**src/rtl/kd_pkg.sv**
```systemverilog
// ---------------------------------------------------------------------------
// kd_pkg
// Shared definitions for the k-d tree clustering engine (distance unit,
// cluster compare elements, tree logic).
//   - width helpers derived from the point dimension and coordinate range
//   - default widths for dim = 3, data_range = 255
//   - coord_extract(): pulls coordinate idx out of an LSB-first packed vector
// ---------------------------------------------------------------------------
package kd_pkg;

    // Upper bounds for the generic extract helper; callers zero-extend
    // their packed vectors to VEC_MAX_W and truncate the result.
    localparam int COORD_MAX_W = 32;
    localparam int VEC_MAX_W   = 1024;

    function automatic int get_dim_size(input int data_range);
        return $clog2(data_range);
    endfunction

    function automatic int get_center_size(input int dim, input int data_range);
        return dim * $clog2(data_range);
    endfunction

    function automatic int get_dist_size(input int dim, input int data_range);
        return $clog2(data_range * dim);
    endfunction

    function automatic int get_axis_size(input int dim);
        return $clog2(dim);
    endfunction

    // Defaults for the standard engine configuration.
    localparam int DIM_DEFAULT        = 3;
    localparam int DATA_RANGE_DEFAULT = 255;
    localparam int DIM_SIZE           = get_dim_size(DATA_RANGE_DEFAULT);
    localparam int CENTER_SIZE        = get_center_size(DIM_DEFAULT, DATA_RANGE_DEFAULT);
    localparam int DIST_SIZE          = get_dist_size(DIM_DEFAULT, DATA_RANGE_DEFAULT);
    localparam int AXIS_SIZE          = get_axis_size(DIM_DEFAULT);

    // Coordinate idx occupies vec[idx*width +: width]; coordinate 0 is in
    // the LSBs.
    function automatic logic [COORD_MAX_W-1:0] coord_extract(
        input logic [VEC_MAX_W-1:0] vec,
        input int                   idx,
        input int                   width
    );
        logic [VEC_MAX_W-1:0]   shifted;
        logic [COORD_MAX_W-1:0] mask;
        shifted = vec >> (idx * width);
        mask    = {COORD_MAX_W{1'b1}} >> (COORD_MAX_W - width);
        return shifted[COORD_MAX_W-1:0] & mask;
    endfunction

endpackage

```
**src/rtl/manhattan_distance_abs_diff.sv**
```systemverilog
// ---------------------------------------------------------------------------
// abs_diff
// Combinational |a - b| for unsigned operands, computed as larger minus
// smaller so the result always fits in the operand width.
// Ports:
//   a_i    in   width   unsigned operand
//   b_i    in   width   unsigned operand
//   y_o    out  width   absolute difference
// ---------------------------------------------------------------------------
module abs_diff #(
    parameter int width = 8
) (
    input  logic [width-1:0] a_i,
    input  logic [width-1:0] b_i,
    output logic [width-1:0] y_o
);

    assign y_o = (a_i >= b_i) ? (a_i - b_i) : (b_i - a_i);

endmodule

```
**src/rtl/manhattan_distance.sv**
```systemverilog
// ---------------------------------------------------------------------------
// manhattan_distance
// Two-stage pipelined L1 distance between a query point and a cluster
// center, plus the absolute distance along one selected split axis.
// Runs continuously; dst_done flags that the outputs belong to the inputs
// currently applied.
//
// Build option: define MANHATTAN_AXIS_DST_EN to compute axis_dst; without
// it the axis mux and its registers are absent and axis_dst reads 0.
//
// Ports:
//   clk       in   1            clock, rising edge
//   rst       in   1            asynchronous reset, active low
//   axis      in   axis_size    selected split axis (>= dim gives axis_dst 0)
//   point     in   center_size  query point, coordinate 0 in LSBs
//   center    in   center_size  cluster center, same packing
//   dst       out  dist_size    sum of |point_i - center_i|
//   axis_dst  out  dim_size     |point_axis - center_axis|
//   dst_done  out  1            outputs correspond to the current inputs
// ---------------------------------------------------------------------------
module manhattan_distance
    import kd_pkg::*;
#(
    parameter int dim        = 3,
    parameter int data_range = 255
) (
    input  logic                                       clk,
    input  logic                                       rst,
    input  logic [get_axis_size(dim)-1:0]              axis,
    input  logic [get_center_size(dim, data_range)-1:0] point,
    input  logic [get_center_size(dim, data_range)-1:0] center,
    output logic [get_dist_size(dim, data_range)-1:0]  dst,
    output logic [get_dim_size(data_range)-1:0]        axis_dst,
    output logic                                       dst_done
);

    localparam int dim_size    = get_dim_size(data_range);
    localparam int center_size = get_center_size(dim, data_range);
    localparam int dist_size   = get_dist_size(dim, data_range);
    localparam int axis_size   = get_axis_size(dim);
    localparam int in_size     = axis_size + 2 * center_size;

    // ---------------------------------------------------------------
    // Per-coordinate absolute differences (feed Stage A)
    // ---------------------------------------------------------------
    logic [dim_size-1:0] diff_d [dim];

    for (genvar g = 0; g < dim; g++) begin : g_coord
        logic [dim_size-1:0] pt_coord;
        logic [dim_size-1:0] ct_coord;

        assign pt_coord = dim_size'(coord_extract(VEC_MAX_W'(point), g, dim_size));
        assign ct_coord = dim_size'(coord_extract(VEC_MAX_W'(center), g, dim_size));

        abs_diff #(
            .width (dim_size)
        ) u_abs_diff (
            .a_i (pt_coord),
            .b_i (ct_coord),
            .y_o (diff_d[g])
        );
    end

    // ---------------------------------------------------------------
    // Stage A: differences, input snapshot and primed flag
    // ---------------------------------------------------------------
    logic [dim_size-1:0] diff_q [dim];
    logic [in_size-1:0]  in_d;
    logic [in_size-1:0]  in_q;
    logic                primed_q;

    assign in_d = {axis, point, center};

    // NOTE: every pipeline register, including the difference array, is
    // cleared by reset so stale results can never be flagged as done.
    always_ff @(posedge clk or negedge rst) begin
        if (!rst) begin
            for (int i = 0; i < dim; i++) begin
                diff_q[i] <= '0;
            end
            in_q     <= '0;
            primed_q <= 1'b0;
        end else begin
            for (int i = 0; i < dim; i++) begin
                diff_q[i] <= diff_d[i];
            end
            in_q     <= in_d;
            primed_q <= 1'b1;
        end
    end

    // ---------------------------------------------------------------
    // Stage B: sum, done flag
    // ---------------------------------------------------------------
    logic [dist_size-1:0] sum_d;
    logic                 done_d;
    logic [dist_size-1:0] dst_q;
    logic                 done_q;

    // NOTE: combinational accumulation uses blocking assignments and
    // starts from a default so no latch is inferred.
    always_comb begin
        sum_d = '0;
        for (int i = 0; i < dim; i++) begin
            sum_d = sum_d + dist_size'(diff_q[i]);
        end
    end

    // Done only once the snapshot in Stage A matches what is applied now,
    // i.e. the value entering Stage B was computed from these inputs.
    assign done_d = primed_q && (in_d == in_q);

    always_ff @(posedge clk or negedge rst) begin
        if (!rst) begin
            dst_q  <= '0;
            done_q <= 1'b0;
        end else begin
            dst_q  <= sum_d;
            done_q <= done_d;
        end
    end

    assign dst      = dst_q;
    assign dst_done = done_q;

`ifdef MANHATTAN_AXIS_DST_EN
    // ---------------------------------------------------------------
    // Selected-axis difference: a mux over the existing abs_diff
    // outputs; out-of-range axis selects 0.
    // ---------------------------------------------------------------
    logic [dim_size-1:0] axis_diff_d;
    logic [dim_size-1:0] axis_diff_q;
    logic [dim_size-1:0] axis_dst_q;

    always_comb begin
        axis_diff_d = '0;
        for (int i = 0; i < dim; i++) begin
            if (int'(axis) == i) begin
                axis_diff_d = diff_d[i];
            end
        end
    end

    always_ff @(posedge clk or negedge rst) begin
        if (!rst) begin
            axis_diff_q <= '0;
            axis_dst_q  <= '0;
        end else begin
            axis_diff_q <= axis_diff_d;
            axis_dst_q  <= axis_diff_q;
        end
    end

    assign axis_dst = axis_dst_q;
`else
    assign axis_dst = '0;
`endif

endmodule

```
**config.mk**
```make
export PLATFORM = sky130hd
export DESIGN_NAME = manhattan_distance
export DESIGN_NICKNAME = d
export VERILOG_FILES = /design/src/rtl/kd_pkg.sv /design/src/rtl/manhattan_distance_abs_diff.sv /design/src/rtl/manhattan_distance.sv
export SDC_FILE = /design/constraint.sdc
export NUM_CORES = 1
export LEC_CHECK = 0
export BUFFER_PORTS_ARGS = -buffer_cell sky130_fd_sc_hd__buf_2
export CAP_MARGIN = 20
export CORE_ASPECT_RATIO = 0.9
export CORE_MARGIN = 2
export CORE_UTILIZATION = 44
export CTS_BUF_LIST = sky130_fd_sc_hd__clkbuf_8
export CTS_CLUSTER_DIAMETER = 40
export DETAILED_ROUTE_END_ITERATION = 7
export GPL_TIMING_DRIVEN = 0
export RECOVER_POWER = 25
export SLEW_MARGIN = 20
export SYNTH_ARGS = -nofsm -noshare
export SYNTH_HDL_FRONTEND = slang
export SYNTH_SLANG_ARGS = --single-unit
```
**constraint.sdc**
```tcl
create_clock -name clk -period 3.4 [get_ports clk]
set_input_delay 0.85 -clock clk [delete_from_list [all_inputs] [get_ports clk]]
set_output_delay 0.85 -clock clk [all_outputs]
set_load 0.05 [all_outputs]
```
==> impl_summary.txt <==
----------------------------------------------------
[Global route]
  Total routing usage reported by global routing ... 17.98%
  Number of antenna violations at the first check in global routing ... 1
  Wire length of the first global-routing pass ... 17610 um
  Number of global-route vias before repair ... 3476
  GRT overflow ... 0
  Largest net degree at the start of global routing ... 58

[Die]
  FP Rows ... 37
  Horizontal die dimension ... 119.4 um
  Vert. Die Dim ... 107.9 um
  Top-level I/O count ... 71
  Effective utilization at floorplan ... 45.60%
  Full die area ... 0.01289 mm^2
  Core ar. ... 0.01157 mm^2

[Layout]
  Leading cell types in the layout, fill and taps excluded ... sky130_fd_sc_hd__dfrtp_1, sky130_fd_sc_hd__inv_1, sky130_fd_sc_hd__ha_1, sky130_fd_sc_hd__xnor2_1, sky130_fd_sc_hd__clkbuf_1
  Final #Nets ... 687
  # diodes ... 0
  Fraction of layout instances using a drive strength above 1 ... 9.474%
  Synth-to-Final Area Change ... 13.09%
  Post-route core utilization ... 51.57%
  Fill cell total of the finished layout ... 1124
  Most common library cell in the layout ignoring fill and taps ... sky130_fd_sc_hd__dfrtp_1

[Synthesis]
  Post-synthesis cell type count ... 40
  Synthesized instance count ... 484
  Flops & latches, synth ... 86
  Proportion of synthesized flip-flops having asynchronous set or reset ... 100.0%
  Count of flip-flops with a built-in enable after synthesis ... 0
  Number of warnings reported in the yosys synthesis log ... 0
  Synthesized area per cell ... 10.90 um^2
  Sequential area share after synthesis ... 40.78%
  Fraction of post-synthesis cell area in the top cell type by area ... 40.78%
  Cell types with the largest area share after synthesis ... sky130_fd_sc_hd__dfrtp_1, sky130_fd_sc_hd__ha_1, sky130_fd_sc_hd__xnor2_1, sky130_fd_sc_hd__xor2_1, sky130_fd_sc_hd__inv_1
  Biggest area consumer among synthesized cells ... sky130_fd_sc_hd__dfrtp_1
  Cell area after synthesis ... 0.005278 mm^2
  Top flip-flop cell by instance count after synthesis ... sky130_fd_sc_hd__dfrtp_1

[Timing]
  Total of endpoints with negative setup slack in the final report ... 0
  Setup skew after layout ... 0.009320 ns
  Final-layout setup total negative slack ... 0 ns
  Clock period minus worst slack ... 2.738 ns
  Unrepaired setup endpoints after global routing ... false
  Number of max-slew violations in the final report ... 0
  Hold Worst Slack ... 0.4257 ns
  Upper clock frequency limit ... 365.3 MHz
  Fraction of the cycle the final worst path needs ... 80.52%
  Total count of hold-check failures in the final report ... 0

[Worst setup path]
  Critical path origin ... point[0]
  Critical Path RT ... 3.64 ns
  Path depth of the worst reg2reg path ... 12
  Startpoint type of the worst setup path ... primary input
  R2r endpoint ... dst[8]
  Setup slack of the worst register-to-register path ... 0.66 ns
  Type of the worst setup path ... in2reg
  Startpoint of the most critical register-to-register path ... diff_q[8]
  CP Data Arrival Time ... 2.98 ns
  Category of the worst setup path capture point ... register
  Top fanout value on the critical path ... 7
  End point of the critical path ... diff_q[19]

[Placed design]
  Quantity of I/O buffers inserted on ports ... 62
  Dpl hpwl ... 8952 um
  Final weighted congestion in routability-driven placement ... 0.8632

[Clocking]
  Buffers from clock root to sink, at most ... 2
  Number of buffers inserted to repair setup after CTS ... 0
  Count of hold-fix buffers inserted at cts ... 0
  Number of H-tree branching levels ... 3
  Root buffer selected by CTS ... sky130_fd_sc_hd__clkbuf_8
  Number of sinks on the clock net ... 86
  Clock tree from TritonCTS ... done
  Clk_lat worst skew ... 0.36 ns
  Clock-pin slew of the registers on the worst-case setup and hold paths ... 0.08 ns
  Inserted Clock Buffers ... 9
  Count of cells resized by post-cts repair ... 0

[Power]
  Pwr/cell area ... 614.7 mW/mm^2
  Total power draw ... 3668 uW
  Maximum ir drop on the vdd rail ... 269.4 uV
  Static leakage ... 0.002827 uW

[Min path]
  Type of the tightest min-delay check ... in2async

[Routing]
  Number of vias per cell after detailed routing ... 4.861
  DR pass1 iterations ... 4
  Total Routed Length ... 10810 um
  Number of DRC violations after detailed routing ... 0
  Vias ... 3529
  Wirelength per Cell ... 14.88 um
  Iteration-0 DRC Markers ... 109
  Remaining antenna violation count ... 0

[Outcome]
  Run status ... finished clean

[Run]
  Max-cap viol count ... 0

----------------------------------------------------
layer usage:
layer | routed length (um) | part of all wire [%] | global-route usage, %
met5 | 0 | 0 | 0
met4 | 274 | 2.5 | 7.143
met3 | 396 | 3.7 | 4.078
met2 | 4829 | 45 | 27.76
met1 | 5306 | 49 | 24.68
Yosys cell counts (7+ instances only):
| library cell | number |
|---|---|
| sky130_fd_sc_hd__dfrtp_1 | 86 |
| sky130_fd_sc_hd__buf_4 | 8 |
| sky130_fd_sc_hd__inv_1 | 65 |
| sky130_fd_sc_hd__fa_1 | 8 |
| sky130_fd_sc_hd__ha_1 | 62 |
| sky130_fd_sc_hd__nand4_1 | 10 |
| sky130_fd_sc_hd__a221oi_1 | 7 |
| sky130_fd_sc_hd__nand2_1 | 11 |
| sky130_fd_sc_hd__xnor2_1 | 50 |
| sky130_fd_sc_hd__xor2_1 | 31 |
| sky130_fd_sc_hd__o21ai_0 | 9 |
| sky130_fd_sc_hd__a21o_1 | 10 |
| sky130_fd_sc_hd__nor3_1 | 7 |
| sky130_fd_sc_hd__a21oi_1 | 25 |
| sky130_fd_sc_hd__mux2i_1 | 21 |
| sky130_fd_sc_hd__nor2_1 | 14 |
state kept, by name, summed over array words and instances, names as in the netlist:
signal,flops
dst,10
primed_q,1
in_q,50
dst_done,1
diff_q,24
power breakdown:
group / leakage [uW] / switching, uW / total [uW] / internal, uW
clock: 0.0000924 / 365 / 654 / 289
sequential: 0.00101 / 54.8 / 1260 / 1200
combinational: 0.00173 / 1040 / 1760 / 717
total: 0.00283 / 1460 / 3670 / 2210
final cells by class:
| type | instances | area (um^2) | area share (%) |
|---|---|---|---|
| clock inverters | 6 | 47.55 | 0.7966 |
| inverters | 65 | 244.0 | 4.088 |
| multi-input cells | 331 | 2843 | 47.63 |
| plain buffers | 9 | 65.06 | 1.090 |
| clock buffers | 10 | 137.6 | 2.306 |
| flip-flops and latches | 86 | 2152 | 36.06 |
| repair buffers | 63 | 284.0 | 4.759 |
| well taps | 156 | 195.2 | 3.270 |
critical path: stages:
cell and delay, ns:
sky130_fd_sc_hd__clkbuf_1 0.20, sky130_fd_sc_hd__inv_1 0.08, sky130_fd_sc_hd__ha_1 0.23, sky130_fd_sc_hd__fa_1 0.39, sky130_fd_sc_hd__nand3b_1 0.16, sky130_fd_sc_hd__nand2_1 0.14
sky130_fd_sc_hd__a221oi_4 0.09, sky130_fd_sc_hd__a21oi_4 0.31, sky130_fd_sc_hd__mux2i_1 0.25, sky130_fd_sc_hd__xor2_1 0.27
cell families (layout without fill, tap and decap cells):
kind of cell | count (synthesis) | in the layout | synth area share (%)
flip-flops | 86 | 86 | 40.78
adder cells (fa/ha/maj) | 70 | 70 | 17.73
XOR/XNOR | 81 | 81 | 13.44
other | 2 | 9 | 0.1423
multiplexers | 21 | 21 | 3.983
AND/OR/NAND/NOR | 74 | 74 | 7.350
buffers and inverters | 74 | 153 | 5.856
AO/OA/AOI/OAI | 76 | 76 | 10.72
metrics by stage:
stage | instances | setup slack (ns) | area [um^2]
2_1_floorplan | 491 | 0.8808 | 5304
3_3_place_gp | 709 | 0.4111 | 5809
3_5_place_dp | 710 | 0.4120 | 5839
4_1_cts | 726 | 0.6328 | 6025
5_1_grt | 726 | 0.4165 | 5968
6_report | 726 | 0.6622 | 5968
worst min path at each step:
stage                          end  slack [ns]  cells after the start
final                       dst[1]        0.43                      1
after global routing        dst[1]        0.43                      1
after CTS                 in_q[16]        0.42                      1
after detailed placement    dst[0]        0.50                      1
after global placement      dst[0]        0.47                      1
after floorplan             dst[0]        0.46                      1
(Power assumes the default switching activity.)
